**src/rtl/inst_fetch_if.sv**
```systemverilog
// Instruction-memory request/acknowledge bus between the fetch unit and instruction memory.
// The fetch unit is the master: it holds IMemReq/IMemAddr until the memory acknowledges.
interface inst_fetch_if;
    logic        IMemReq;
    logic [31:0] IMemAddr;
    logic        IMemAck;
    logic [31:0] IMemRdata;

    modport master (
        output IMemReq,
        output IMemAddr,
        input  IMemAck,
        input  IMemRdata
    );

    modport slave (
        input  IMemReq,
        input  IMemAddr,
        output IMemAck,
        output IMemRdata
    );
endinterface

```
**src/rtl/inst_fetch.sv**
```systemverilog
// Instruction fetch stage: one outstanding memory request feeding a 2-entry in-order
// {PC4, Inst} buffer that the IF/ID register drains under hazard-unit control.
module inst_fetch #(
    parameter logic [31:0] RESET_PC = 32'h0000_0000
) (
    input  logic               clk,
    input  logic               rst,
    input  logic [1:0]         HzCtrl,
    input  logic               Redirect,
    input  logic [31:0]        RedirectPC,
    inst_fetch_if.master       imem,
    output logic [31:0]        Inst,
    output logic [31:0]        PC4,
    output logic               InstValid
);

    typedef enum logic [1:0] {
        IDLE = 2'd0,
        REQ  = 2'd1,
        DROP = 2'd2
    } state_t;

    state_t      state_q, state_d;
    logic [31:0] fetch_pc_q, fetch_pc_d;
    logic [31:0] req_addr_q, req_addr_d;
    logic [1:0]  count_q, count_d;
    logic        head_q, head_d;

    logic        push;
    logic        pop;
    logic        tail;
    logic [1:0]  count_after;
    logic [31:0] redirect_tgt;
    logic [31:0] req_addr_inc;
    logic [31:0] entry_inst [2];
    logic [31:0] entry_pc4  [2];

    assign redirect_tgt = {RedirectPC[31:2], 2'b00};
    assign req_addr_inc = req_addr_q + 32'd4;

    assign InstValid = (count_q != 2'd0);
    assign pop       = InstValid && !HzCtrl[1];
    assign push      = (state_q == REQ) && imem.IMemAck && !Redirect;
    // A push only happens in REQ, where at most one entry is held, so head^count[0] is the free slot.
    assign tail        = head_q ^ count_q[0];
    assign count_after = count_q + {1'b0, push} - {1'b0, pop};

    assign Inst          = InstValid ? entry_inst[head_q] : 32'h0;
    assign PC4           = InstValid ? entry_pc4[head_q]  : 32'h0;
    assign imem.IMemReq  = (state_q != IDLE);
    assign imem.IMemAddr = req_addr_q;

    genvar gi;
    generate
        for (gi = 0; gi < 2; gi++) begin : g_entry
            logic [31:0] inst_q;
            logic [31:0] pc4_q;

            always_ff @(posedge clk) begin
                if (push && (tail == 1'(gi))) begin
                    inst_q <= imem.IMemRdata;
                    pc4_q  <= req_addr_inc;
                end
            end

            assign entry_inst[gi] = inst_q;
            assign entry_pc4[gi]  = pc4_q;
        end
    endgenerate

    always_comb begin
        state_d    = state_q;
        fetch_pc_d = fetch_pc_q;
        req_addr_d = req_addr_q;
        count_d    = count_after;
        head_d     = pop ? ~head_q : head_q;

        if (Redirect) begin
            // The old request, if any, must still complete on the bus; its data is never kept.
            count_d    = 2'd0;
            fetch_pc_d = redirect_tgt;
            case (state_q)
                IDLE: begin
                    state_d    = REQ;
                    req_addr_d = redirect_tgt;
                end
                REQ, DROP: begin
                    if (imem.IMemAck) begin
                        state_d    = REQ;
                        req_addr_d = redirect_tgt;
                    end else begin
                        state_d = DROP;
                    end
                end
                default: state_d = IDLE;
            endcase
        end else begin
            case (state_q)
                IDLE: begin
                    if (count_q < 2'd2) begin
                        state_d    = REQ;
                        req_addr_d = fetch_pc_q;
                    end
                end
                REQ: begin
                    if (imem.IMemAck) begin
                        fetch_pc_d = req_addr_inc;
                        if (count_after < 2'd2) begin
                            req_addr_d = req_addr_inc;
                        end else begin
                            state_d = IDLE;
                        end
                    end
                end
                DROP: begin
                    if (imem.IMemAck) begin
                        state_d    = REQ;
                        req_addr_d = fetch_pc_q;
                    end
                end
                default: state_d = IDLE;
            endcase
        end
    end

    always_ff @(posedge clk or negedge rst) begin
        if (!rst) begin
            state_q    <= IDLE;
            fetch_pc_q <= RESET_PC;
            req_addr_q <= RESET_PC;
            count_q    <= 2'd0;
            head_q     <= 1'b0;
        end else begin
            state_q    <= state_d;
            fetch_pc_q <= fetch_pc_d;
            req_addr_q <= req_addr_d;
            count_q    <= count_d;
            head_q     <= head_d;
        end
    end

endmodule

```
**src/flat_wrapper.sv**
```systemverilog
// flat-port wrapper written by rule: the top's interface ports become plain ports
module inst_fetch_flat 
#(
    parameter logic [31:0] RESET_PC = 32'h0000_0000
)
  (clk, rst, HzCtrl, Redirect, RedirectPC, Inst, PC4, InstValid, imem_IMemReq, imem_IMemAddr, imem_IMemAck, imem_IMemRdata);
  inst_fetch_if imem_i ();
  input  logic clk;
  input  logic rst;
  input  logic [1:0] HzCtrl;
  input  logic Redirect;
  input  logic [31:0] RedirectPC;
  output logic [31:0] Inst;
  output logic [31:0] PC4;
  output logic InstValid;
  output wire logic [$bits(imem_i.IMemReq)-1:0] imem_IMemReq;
  output wire logic [$bits(imem_i.IMemAddr)-1:0] imem_IMemAddr;
  input wire logic [$bits(imem_i.IMemAck)-1:0] imem_IMemAck;
  input wire logic [$bits(imem_i.IMemRdata)-1:0] imem_IMemRdata;
  assign imem_IMemReq = imem_i.IMemReq;
  assign imem_IMemAddr = imem_i.IMemAddr;
  assign imem_i.IMemAck = imem_IMemAck;
  assign imem_i.IMemRdata = imem_IMemRdata;
  inst_fetch #(.RESET_PC(RESET_PC)) u_core (.clk(clk), .rst(rst), .HzCtrl(HzCtrl), .Redirect(Redirect), .RedirectPC(RedirectPC), .imem(imem_i), .Inst(Inst), .PC4(PC4), .InstValid(InstValid));
endmodule
```
**config.mk**
```make
export PLATFORM = sky130hd
export DESIGN_NAME = inst_fetch_flat
export DESIGN_NICKNAME = d
export VERILOG_FILES = /design/src/rtl/inst_fetch_if.sv /design/src/rtl/inst_fetch.sv /design/src/flat_wrapper.sv
export SDC_FILE = /design/constraint.sdc
export NUM_CORES = 1
export LEC_CHECK = 0
export ABC_AREA = 1
export CORE_UTILIZATION = 48
export DETAILED_ROUTE_END_ITERATION = 12
export PLACE_DENSITY = 0.85
export SLEW_MARGIN = 20
export SYNTH_ARGS = -nofsm -noshare
export SYNTH_HDL_FRONTEND = slang
export SYNTH_SLANG_ARGS = --single-unit
```
**constraint.sdc**
```tcl
create_clock -name clk -period 4.4 [get_ports clk]
set_input_delay 0.88 -clock clk [delete_from_list [all_inputs] [get_ports clk]]
set_output_delay 0.88 -clock clk [all_outputs]
set_load 0.05 [all_outputs]
```
==> reports/summary.txt <==
status = finished clean
mean area per synthesized cell = 9.36 um2
CP peak stage delay = 0.84 ns
Post-DRT Antenna Nets = 0
die width = 141 um
Chip Height = 141 um
DRC errors left = 0
fin worst setup slack = 0.723 ns
RSZ-0062 raised after global routing = false
post-DR vias/cell = 5.40
Worst Clk Skew = 0.00956 ns
gpl congestion = 0.904
Cell Area, Synth = 9210 um2
area grow syn2layout = 26.1%
critical path arrival = 2.80 ns
root buffer cell = clkbuf_16
fill count = 1475
Post-DP Area = 11000 um2
number of synthesized flops with an enable pin = 128
area of the core = 18800 um2
fin area = 11600 um2
Top FF cell, synth = edfxtp_1
Clock Tree Buf Depth = 2
Vias = 7429
post-CTS setup buffer count = 0
clk_lat worst skew = 0.42 ns
row count = 50
CTS tree = yes
flop2flop setup slack = 1.72 ns
most frequent cells in the layout = nand2_1, clkdlybuf4s50_1, a21oi_1, edfxtp_1, nor2_1
CTS Buf Count = 17
#FFs+latches synth = 197
Power, Total = 9.21 mW
Worst path slowest cell = clkdlybuf4s50_1
number of global-route vias before repair = 7089
most common cell after layout, fill and taps aside = nand2_1
DP Cell Count = 1344
clock slew at reported path FFs = 0.07 ns
# IOs = 168
largest net degree at the start of global routing = 67
Synth cell types = 37
Fin Setup TNS = 0 ns
WP data required = 3.52 ns
initial antenna violation count = 0
Max VDD drop = 0.492 mV
Worst Setup End Kind = output pin
Worst slew margin = 44.1%
async set or reset register ratio after synthesis = 35.0%
Die Footprint = 19700 um2
Post-layout nets = 1206
layout cell share with drive strength beyond 1 = 6.04%
Max Cap Viol = 0
first-pass GRT wire length = 35600 um
Final Hold Vio Count = 0
crit-path max FO = 35
worst min-delay path class = input pin to async pin
Synthesis Warnings = 0
DR WL/cell = 16.5 um
Final period util = 83.6%
Worst Tran Pin Value = 0.838 ns
Hold-fix buffers, CTS = 0
All-Layer GR Usage = 23.3%
port buffer count = 164
Final Util = 61.9%
Max Slew Vio Count = 0
Final HPWL DP = 15300 um
Net Count, Synth = 1061
DRT Pass-1 Iters = 5
CP Class = register to output pin
CP startpoint kind = register
clk sink count = 197
Leak = 4.56 nW
WHS = 0.411 ns
total congestion overflow = 0
final wirelength = 22600 um
final std cells w/o fill = 1376
antenna diode count = 0
# setup viols final = 0
Initial Util = 49.1%
Post-Syn Instances = 984
H-tree depth = 4
critical path cell sequence = inv_2 -> buf_4 -> nand2_1 -> a21oi_1 -> clkdlybuf4s50_1
Placement Setup Slack = 1.14 ns
fin crit period = 3.68 ns
initial DRC count = 624
Fmax = 272 MHz
post-synthesis sequential area ratio = 60.5%
PostCTS Resize Cnt = 0
P per Cell Area = 793 nW/um2
## metal layers
metal	track usage [%]	part of all wire [%]	up-vias
met2	39.0	48	298
li1	-	-	3563
met5	0	0	-
met1	30.2	42	3534
met3	4.82	7.9	34
met4	8.01	1.8	0
## cells by family (layout without fill, tap and decap cells)
logic type / count (synthesis) / after routing / synth area share [%]
DFF: 197 / 197 / 60.5
buffers and inverters: 99 / 257 / 4.89
and+or+nand+nor: 488 / 488 / 21.4
AOI/OAI and AO/OA: 178 / 178 / 10.6
xor gates and xnor gates: 15 / 15 / 1.67
adders and majority gates: 7 / 7 / 0.951
## registers in the layout, summed over array words and instances (netlist names)
name and flops:
u_core.head_q 1, u_core.fetch_pc_q 32, u_core.state_q 2, u_core.imem.IMemAddr 32, u_core.g_entry.inst_q 64, u_core.g_entry.pc4_q 64, u_core.count_q 2
## worst paths after layout
path                                      startpoint                  endpoint  cells past startpoint
min in group clk                u_core.fetch_pc_q[1]      u_core.fetch_pc_q[1]                      2
worst max-delay path                   u_core.head_q                   Inst[7]                      5
max in group asynchronous                        rst  u_core.imem.IMemAddr[29]                      2
worst max register to register     u_core.count_q[1]   u_core.imem.IMemAddr[5]                     12
worst min-delay path                             rst      u_core.fetch_pc_q[6]                      1
worst min register to register  u_core.fetch_pc_q[1]      u_core.fetch_pc_q[1]                      2
## power breakdown
part           leakage [nW]  total [mW]  switching (mW)  internal, mW
Sequential             1.98        2.90           0.369          2.53
Combinational          2.30        4.76            3.35          1.42
Clock                 0.283        1.55           0.664         0.888
## critical path: cells and delay by family, from the launching register on
family / cells / cell delay (ns)
buffers and inverters: 3 / 1.68
and+or+nand+nor: 1 / 0.08
AOI/OAI and AO/OA: 1 / 0.18
DFF: 1 / 0.41
## cell usage after synthesis (4+ instances only)
cell | number | share of area, %
nand2_2 | 4 | 0.27
ha_1 | 7 | 0.95
clkbuf_1 | 21 | 0.86
xnor2_1 | 6 | 0.57
edfxtp_1 | 128 | 42
o21ai_1 | 4 | 0.22
nand2_1 | 321 | 13
inv_1 | 46 | 1.9
and2_1 | 6 | 0.41
buf_2 | 10 | 0.54
a31oi_1 | 8 | 0.54
buf_4 | 4 | 0.33
nand3_1 | 25 | 1.4
a21oi_1 | 129 | 7.0
a22o_1 | 16 | 1.5
xor2_1 | 6 | 0.57
o21ai_0 | 15 | 0.81
dfrtp_1 | 69 | 19
nor2_1 | 115 | 4.7
nand3b_1 | 4 | 0.33
nor2_4 | 6 | 0.73
buf_1 | 9 | 0.37
## layout make-up
class,count,area (um2),share of cell area (%)
clock inverter,15,161,1.39
multi-input combinational,688,3220,27.7
timing repair buffer,175,1750,15.1
sequential,197,5570,48.0
tap,234,293,2.52
clock buffer,17,425,3.66
inverter,50,194,1.67
Note: power is estimated with default switching activity, not from simulation.
